**config.mk**
```make
export PLATFORM = sky130hd
export DESIGN_NAME = fetch_arbiter
export DESIGN_NICKNAME = d
export VERILOG_FILES = /design/src/rtl/fetch_pkg.sv /design/src/rtl/fetch_queue.sv /design/src/rtl/fetch_arbiter.sv
export SDC_FILE = /design/constraint.sdc
export NUM_CORES = 1
export LEC_CHECK = 0
export CELL_PAD_IN_SITES_DETAIL_PLACEMENT = 1
export CELL_PAD_IN_SITES_GLOBAL_PLACEMENT = 2
export CORE_MARGIN = 1.5
export CORE_UTILIZATION = 37
export CTS_BUF_LIST = sky130_fd_sc_hd__clkbuf_4 sky130_fd_sc_hd__clkbuf_8
export DETAILED_ROUTE_END_ITERATION = 6
export PLACE_DENSITY_LB_ADDON = 0.3
export REMOVE_ABC_BUFFERS = 1
export SYNTH_ARGS = -nofsm -noshare
export SYNTH_HDL_FRONTEND = slang
export SYNTH_HIERARCHICAL = 1
export SYNTH_SLANG_ARGS = --single-unit
```
**constraint.sdc**
```tcl
create_clock -name clk -period 4.2 [get_ports clk]
set_input_delay 0.84 -clock clk [delete_from_list [all_inputs] [get_ports clk]]
set_output_delay 0.84 -clock clk [all_outputs]
set_load 0.01 [all_outputs]
```
**src/rtl/fetch_pkg.sv**
```systemverilog
// Shared constants and FSM encoding for the instruction fetch / load-store arbiter.
package fetch_pkg;

    localparam int BITS_DATA_DEF   = 32;
    localparam int BITS_ADDR_DEF   = 16;
    localparam int QUEUE_DEPTH_DEF = 4;

    localparam logic [4:0] HLT_OPCODE = 5'b11111;

    typedef enum logic [1:0] {
        FETCH  = 2'd0,
        LS_ACK = 2'd1,
        HALTED = 2'd2
    } fetch_state_t;

endpackage

```
**src/rtl/fetch_queue.sv**
```systemverilog
// Instruction queue: small circular FIFO with flush, occupancy count and full/empty flags.
module fetch_queue #(
    parameter int DATA_W = 48,
    parameter int DEPTH  = 4
) (
    input  logic                       clk,
    input  logic                       reset,
    input  logic                       push,
    input  logic                       pop,
    input  logic                       flush,
    input  logic [DATA_W-1:0]          wdata,
    output logic [DATA_W-1:0]          rdata,
    output logic [$clog2(DEPTH+1)-1:0] count,
    output logic                       full,
    output logic                       empty
);

    localparam int PTR_W = (DEPTH > 1) ? $clog2(DEPTH) : 1;
    localparam int CNT_W = $clog2(DEPTH + 1);

    logic [DATA_W-1:0] mem_q [DEPTH];
    logic [PTR_W-1:0]  wr_ptr_q, wr_ptr_d;
    logic [PTR_W-1:0]  rd_ptr_q, rd_ptr_d;
    logic [CNT_W-1:0]  count_q, count_d;
    logic              do_push, do_pop;

    // Pointers wrap explicitly so non-power-of-two depths work too.
    function automatic logic [PTR_W-1:0] ptr_inc(input logic [PTR_W-1:0] p);
        if (p == PTR_W'(DEPTH - 1)) begin
            return '0;
        end
        return p + 1'b1;
    endfunction

    always_comb begin
        full     = (count_q == CNT_W'(DEPTH));
        empty    = (count_q == '0);
        do_push  = push && !full && !flush;
        do_pop   = pop && !empty && !flush;
        wr_ptr_d = wr_ptr_q;
        rd_ptr_d = rd_ptr_q;
        count_d  = count_q;
        if (flush) begin
            wr_ptr_d = '0;
            rd_ptr_d = '0;
            count_d  = '0;
        end else begin
            if (do_push) begin
                wr_ptr_d = ptr_inc(wr_ptr_q);
            end
            if (do_pop) begin
                rd_ptr_d = ptr_inc(rd_ptr_q);
            end
            case ({do_push, do_pop})
                2'b10:   count_d = count_q + 1'b1;
                2'b01:   count_d = count_q - 1'b1;
                default: count_d = count_q;
            endcase
        end
    end

    always_ff @(posedge clk or posedge reset) begin
        if (reset) begin
            wr_ptr_q <= '0;
            rd_ptr_q <= '0;
            count_q  <= '0;
        end else begin
            wr_ptr_q <= wr_ptr_d;
            rd_ptr_q <= rd_ptr_d;
            count_q  <= count_d;
        end
    end

    // Storage carries no reset; only entries below count are ever observed.
    always_ff @(posedge clk) begin
        if (do_push) begin
            mem_q[wr_ptr_q] <= wdata;
        end
    end

    assign rdata = mem_q[rd_ptr_q];
    assign count = count_q;

endmodule

```
**src/rtl/fetch_arbiter.sv**
```systemverilog
// Shares one memory port between instruction fetch (into a queue) and load-store
// accesses; load-store wins, a fetched HLT word stops fetching until a redirect.
module fetch_arbiter
    import fetch_pkg::*;
#(
    parameter int BITS_DATA   = BITS_DATA_DEF,
    parameter int BITS_ADDR   = BITS_ADDR_DEF,
    parameter int QUEUE_DEPTH = QUEUE_DEPTH_DEF
) (
    input  logic                 clk,
    input  logic                 reset,
    output logic [BITS_ADDR-1:0] mem_address,
    output logic [BITS_DATA-1:0] mem_wdata,
    output logic                 mem_write,
    input  logic [BITS_DATA-1:0] mem_rdata,
    input  logic                 ls_req,
    input  logic                 ls_write,
    input  logic [BITS_ADDR-1:0] ls_addr,
    input  logic [BITS_DATA-1:0] ls_wdata,
    output logic                 ls_ack,
    output logic [BITS_DATA-1:0] ls_rdata,
    input  logic                 redirect_valid,
    input  logic [BITS_ADDR-1:0] redirect_addr,
    output logic                 instr_valid,
    input  logic                 instr_ready,
    output logic [BITS_DATA-1:0] instr_word,
    output logic [BITS_ADDR-1:0] instr_pc
);

    localparam int ENTRY_W = BITS_DATA + BITS_ADDR;
    localparam int CNT_W   = $clog2(QUEUE_DEPTH + 1);

    fetch_state_t         state_q, state_d;
    logic [BITS_ADDR-1:0] pc_q, pc_d;
    logic                 ret_halt_q, ret_halt_d;
    logic [BITS_DATA-1:0] ls_rdata_q, ls_rdata_d;

    logic                 halted;
    logic                 ls_issue;
    logic                 do_fetch;
    logic                 fetch_hlt;
    logic                 q_pop;
    logic [ENTRY_W-1:0]   q_head;
    logic [CNT_W-1:0]     q_count;
    logic                 q_full;
    logic                 q_empty;

    always_comb begin
        // An acknowledge cycle that returns to HALTED must not fetch either.
        halted    = (state_q == HALTED) || ((state_q == LS_ACK) && ret_halt_q);
        ls_issue  = ls_req && (state_q != LS_ACK) && !reset;
        do_fetch  = !ls_issue && !halted && !redirect_valid && !q_full && !reset;
        fetch_hlt = (mem_rdata[BITS_DATA-1 -: 5] == HLT_OPCODE);

        mem_address = ls_issue ? ls_addr : pc_q;
        mem_wdata   = ls_issue ? ls_wdata : '0;
        mem_write   = ls_issue && ls_write;

        state_d    = state_q;
        pc_d       = pc_q;
        ret_halt_d = ret_halt_q;
        ls_rdata_d = ls_rdata_q;

        case (state_q)
            LS_ACK: begin
                state_d = ret_halt_q ? HALTED : FETCH;
            end
            default: begin
                if (ls_issue) begin
                    state_d    = LS_ACK;
                    ret_halt_d = (state_q == HALTED) && !redirect_valid;
                    ls_rdata_d = mem_rdata;
                end
            end
        endcase

        // The PC parks on the HLT word so the address past it is never presented.
        if (do_fetch) begin
            if (fetch_hlt) begin
                state_d = HALTED;
            end else begin
                pc_d = pc_q + 1'b1;
            end
        end

        if (redirect_valid) begin
            pc_d = redirect_addr;
            if (state_d == HALTED) begin
                state_d = FETCH;
            end
        end
    end

    always_ff @(posedge clk or posedge reset) begin
        if (reset) begin
            state_q    <= FETCH;
            pc_q       <= '0;
            ret_halt_q <= 1'b0;
            ls_rdata_q <= '0;
        end else begin
            state_q    <= state_d;
            pc_q       <= pc_d;
            ret_halt_q <= ret_halt_d;
            ls_rdata_q <= ls_rdata_d;
        end
    end

    fetch_queue #(
        .DATA_W (ENTRY_W),
        .DEPTH  (QUEUE_DEPTH)
    ) u_queue (
        .clk   (clk),
        .reset (reset),
        .push  (do_fetch),
        .pop   (q_pop),
        .flush (redirect_valid),
        .wdata ({mem_rdata, pc_q}),
        .rdata (q_head),
        .count (q_count),
        .full  (q_full),
        .empty (q_empty)
    );

    assign instr_valid = (q_count != '0) && !redirect_valid;
    assign q_pop       = instr_ready && !q_empty && !redirect_valid;
    assign instr_word  = q_head[ENTRY_W-1 -: BITS_DATA];
    assign instr_pc    = q_head[BITS_ADDR-1:0];
    assign ls_ack      = (state_q == LS_ACK);
    assign ls_rdata    = ls_rdata_q;

endmodule

```
# Yosys cells after proc, flatten, opt, wreduce, memory -nomap -nowiden
# Memory sizes are Yosys's and may differ from the RTL's.
# Cells that the tools add are included.
[word_totals] register_bits=58 latch_bits=0 ramBits=192 romBits=0 input_bits=102 output_inout_bits=131 word_cells=86 n_memories=1
[classes] n_addsub=5 multipliers=0 div=0 order_cmp=0 eq_ne=11 shift=0 n_mux=30 n_bitwise=1 reduce_logical=31
[memory_table] memory="u_queue.mem_q" depth=4 width=48 rd=1 rd_clocked_by_memory_dff=0 wr=1 line_no="fetch_queue.sv:21" text="logic [DATA_W-1:0] mem_q [DEPTH];"
[op_table] op="16-bit two-way mux" n=4
[op_table] op="32-bit two-way mux" n=1
[op_table] op="2-bit two-way mux" n=15
[op_table] op="16-bit by 1-bit adder with 16-bit output, second input constant" n=1
[op_table] op="1-bit logical AND" n=16
[op_table] op="2-bit equality test, second input constant" n=5
[op_table] op="1-bit two-way mux" n=8
[op_table] op="1-bit logical NOT" n=6
[op_table] op="3-bit case mux with 2 select lines" n=1
[op_table] op="2-bit nonzero test" n=3
[op_table] op="3-bit nonzero test" n=2
[op_table] op="5-bit equality test, second input constant" n=1
[op_table] op="2-bit by 1-bit adder with 2-bit output, second input constant" n=2
[op_table] op="2-bit by 1-bit equality test with 1-bit output, second input constant" n=2
[op_table] op="2-bit AND reduction" n=2
[op_table] op="3-bit by 1-bit adder with 3-bit output, second input constant" n=1
[op_table] op="3-bit equality test, second input constant" n=1
[op_table] op="3-bit logical NOT" n=1
[op_table] op="3-bit two-way mux" n=1
[op_table] op="3-bit by 1-bit subtractor with 3-bit output, second input constant" n=1
[op_table] op="2-bit by 1-bit != test with 1-bit output, second input constant" n=1
[op_table] op="2-bit != test, second input constant" n=1
[op_table] op="1-bit logical OR" n=1
[op_table] op="1-bit inverter" n=1

# Longest topological paths before layout
[logic_depth] word_depth=15 mapped_depth=13

# By module
# Netlist, hierarchy kept.
[modules_own_cells] module="fetch_queue" instances=1 cells_per_inst=316 area_per_inst_um2=7479.7 seq_area_each_um2=5940.7
[modules_own_cells] module="fetch_arbiter" instances=1 cells_per_inst=263 area_per_inst_um2=2738.9 seq_area_each_um2=1276.2

# Worst setup path before layout
# OpenSTA, ideal clock, no wires.
[synth_path] path_type="in2reg" startpoint="input redirect_valid" endpoint="memory u_queue.mem_q[0][0], enable pin" arrival_ns=3.566 required_time_ns=3.789 slack_ns=0.224 path_stages=8 cell_sequence="buf_6 -> or4_4 -> clkbuf_1 -> nor2_1 -> buf_2 -> a21bo_4 -> nor2_1 -> and2_1"
[synth_via] elab_chain_cells=8
[synth_rtl] item="start: declaration" line_no="fetch_arbiter.sv:22" text="input logic redirect_valid,"
[synth_rtl] item="1-bit logical NOT" line_no="fetch_arbiter.sv:52" text="do_fetch = !ls_issue && !halted && !redirect_valid && !q_full && !reset;"
[synth_rtl] item="1-bit logical AND (3 in a row)" line_no="fetch_arbiter.sv:52"
[synth_rtl] item="via do_fetch" line_no="fetch_arbiter.sv:40" text="logic do_fetch;"
[synth_rtl] item="1-bit logical AND (2 in a row)" line_no="fetch_queue.sv:38" text="do_push = push && !full && !flush;"
[synth_rtl] item="1-bit two-way mux" line_no="fetch_queue.sv:76" text="if (do_push) begin"
[synth_rtl] item="1-bit two-way mux (implied by the code)" line_no="fetch_queue.sv:77" text="mem_q[wr_ptr_q] <= wdata;"
[synth_rtl] item="end: declaration" line_no="fetch_queue.sv:21"
# The timed path passes the listed nets, and every way through them passes these cells.

# Worst setup path after layout
[layout_path] startpoint="register u_queue.rd_ptr_q[0]" endpoint="output instr_word[29]"
[layout_via] elab_chain_cells=1
[layout_rtl] item="start: declaration" line_no="fetch_queue.sv:23" text="logic [PTR_W-1:0] rd_ptr_q, rd_ptr_d;"
[layout_rtl] item="start signal: assignment" line_no="fetch_queue.sv:69" text="rd_ptr_q <= rd_ptr_d;"
[layout_rtl] item="memory 4 x 48 bit"
[layout_rtl] item="end: declaration" line_no="fetch_arbiter.sv:26" text="output logic [BITS_DATA-1:0] instr_word,"
# Every way passes these cells.

==> results.ini <==
[outcome]
status = completed

[timing]
fin_crit_ns = 3.604
clock.fmax_mhz = 277.5
slew_violations = 0
slew_headroom_pct = 45.62
worstMarginPinSlew_ns = 0.8156
fin_crit_sh_pct = 85.80
rsz0062_at_grt = no
timing.hold.ws_ns = 0.5039
hold_violations = 0
skew_ns = 0.02710
finalSetupViolCount = 0

[critical_path]
worstSetupPathType = reg2out
rrSetupSlack_ns = 0.87
arrival_ns = 2.76
crit_path_start_kind = flop
crit_fanout = 34
worst_r2r_path_depth = 11
critPathCaptureType = output port
timing.rr.end = u_queue/count[2]
r2r_start = u_queue/count[0]
worstPathRequired_ns = 3.36

[layout]
layout.nets = 948
fin_cells = 1211
drive_gt1_share_pct = 22.64
fin_util_pct = 51.31
n_antenna_cell = 0
area_growth_pct = 35.72

[die]
die_h_um = 169.2
ios = 233
coreArea_um2 = 27030
rows = 60
dieArea_um2 = 28620
start_util_pct = 37.81
fp.dieW_um = 169.2

[synth]
yosysWarnings = 6
yosys-top-cells-area = edfxtp_1 56%, dfrtp_1 14%, mux4_2 11%
seq_area_frac_synth_pct = 70.63
avgSynthCellArea_um2 = 17.65
synth_area_um2 = 10220
synth_edf_count = 192
synth_flop_cell = edfxtp_1
synth_cell_types = 46
netlist_instances = 579
yosysMostFrequentCell = edfxtp_1
synth.top_cell.area_share_pct = 56.42
yosys.area.top_type = edfxtp_1
synth_common_cells = 192 x edfxtp_1, 58 x dfrtp_1, 48 x mux4_2
async_flop_share_pct = 23.20
synth_seq_cells = 250

[routing]
drc_errors = 0
met1_length_mm = 10.18
wire_per_inst_um = 20.56
drt_pass1_iterations = 4
drt-total-wl_mm = 24.90
ant_nets = 0
wl_met3_mm = 1.714
drt_iter0_markers = 402
highest_layer = met5
wl_met2_mm = 12.46
vias = 6211
via_per_inst = 5.129

[clock_network]
clock_latency_ns = 0.53
path_clk_slew_ns = 0.06
clockBufferDepth = 3
hold_buffers = 0
cts_tree = built
ctsRootBufferMaster = clkbuf_8
cts_inserted_buffers = 40
cts.sinks = 250
post-cts-setup-buffer-count = 0
htreeDepth = 2
cts_resized = 0

[placement]
hpwlAfterDp_mm = 16.68
io_buffers = 232
place_congestion = 0.7433
dp.cells = 1138

[grt]
grt_pass1_wl_mm = 39.27
grt_start_max_net_pins = 52
grt.total_usage_pct = 17.98
antenna_found_initial = 2
grt_remaining_overflow = 0
grt_pass1_vias = 6859

[power]
ir_drop_v = 0.0001912
p_leak_uw = 0.004875
power_density_nw_per_um2 = 395.5

[worst_hold_path]
min-delay-start = ls_rdata[2]
hold_path_depth = 1
min_to = ls_rdata[2]
hold_path_class = reg2reg

[run]
drv_cap = 0

-- flip-flops by register name, summed over array words and instances (netlist names) --
signal            cells
state_q               2
u_queue/wr_ptr_q      2
u_queue/rd_ptr_q      2
u_queue/mem_q       192
ls_rdata             32
ret_halt_q            1
u_queue/count         3
pc_q                 16
-- metrics by stage --
| step | setup TNS [ns] | cell area, µm² | setup slack [ns] | power (µW) |
|---|---|---|---|---|
| floorplan | -1.358 | 10060 | -0.09055 | 3093 |
| global placement | 0 | 13070 | 0.4060 | 3472 |
| detailed placement | 0 | 13070 | 0.3828 | 3495 |
| CTS | 0 | 13870 | 0.4708 | 5575 |
| global route | 0 | 13870 | 0.4045 | 5711 |
| finish | 0 | 13870 | 0.5964 | 5484 |
-- worst max-delay path, cell delays in order (launching register included) --
cell	delay, ns
dfrtp_4	0.91
buf_4	0.30
mux4_2	0.52
clkdlybuf4s50_1	0.49
-- logic make-up after synthesis --
group	synth area share, %
buffers and inverters	1.837
adder cells (fa/ha/maj)	0.9306
flip-flops	70.63
multiplexers	16.05
AO/OA/AOI/OAI	2.400
AND/OR/NAND/NOR	7.041
XOR/XNOR	1.114
-- layer usage --
metal | up-vias | GRT usage, %
met2 | 225 | 30.81
met4 | 2 | 5.117
li1 | 2797 | -
met1 | 3141 | 22.46
met5 | - | 0
met3 | 46 | 4.804
-- report_power, final --
part / leakage, µW / internal [µW] / switching (µW)
clock: 0.000418 / 1140 / 910
combinational: 0.00202 / 356 / 234
sequential: 0.00244 / 2770 / 73.2
total: 0.00488 / 4270 / 1220
-- cell type report --
cell class,count,area [µm²]
Multi-Input combinational cell,286,2824
Tap cell,341,426.7
Inverter,8,30.03
Clock inverter,15,93.84
Fill cell,2611,13160
Sequential cell,250,7222
Timing Repair Buffer,253,2567
Clock buffer,58,704.4
-- cell usage in the layout (no fill, tap or decap), types with 2 or more instances in the layout --
cell type / netlist / routed
buf_4: 2 / 14
mux2_2: 47 / 47
buf_12: 0 / 7
mux4_2: 48 / 48
or3_1: 6 / 6
clkbuf_8: 0 / 43
a21oi_1: 6 / 6
inv_1: 8 / 7
and3_1: 34 / 34
edfxtp_1: 192 / 192
nor4_1: 8 / 8
nor2_1: 14 / 14
o211ai_1: 2 / 2
ha_1: 6 / 6
and2_2: 1 / 5
clkinv_2: 0 / 3
clkbuf_4: 0 / 15
or4_4: 2 / 2
a31oi_1: 4 / 4
nand2_1: 26 / 25
mux2i_1: 3 / 3
dfrtp_1: 58 / 56
nor3_1: 5 / 5
nand3_1: 7 / 7
nor3b_1: 3 / 3
clkdlybuf4s50_1: 0 / 232
clkinvlp_4: 0 / 2
xor2_1: 3 / 3
o21ai_0: 22 / 22
and4_1: 3 / 3
nand2b_1: 2 / 2
xnor2_1: 10 / 10
nand4_1: 4 / 4
clkinv_1: 0 / 9
-- worst max path at each step --
stage,startpoint,endpoint,slack (ns),depth (start not counted)
finish,u_queue/rd_ptr_q[0],instr_word[29],0.60,3
global route,u_queue/rd_ptr_q[0],instr_word[29],0.40,3
CTS,u_queue/rd_ptr_q[0],instr_word[29],0.47,3
detailed placement,redirect_valid,u_queue/count[2],0.38,10
global placement,redirect_valid,u_queue/count[2],0.41,10
floorplan,ls_req,mem_address[0],-0.09,3
No activity file was read; power rests on OpenSTA's default activity.
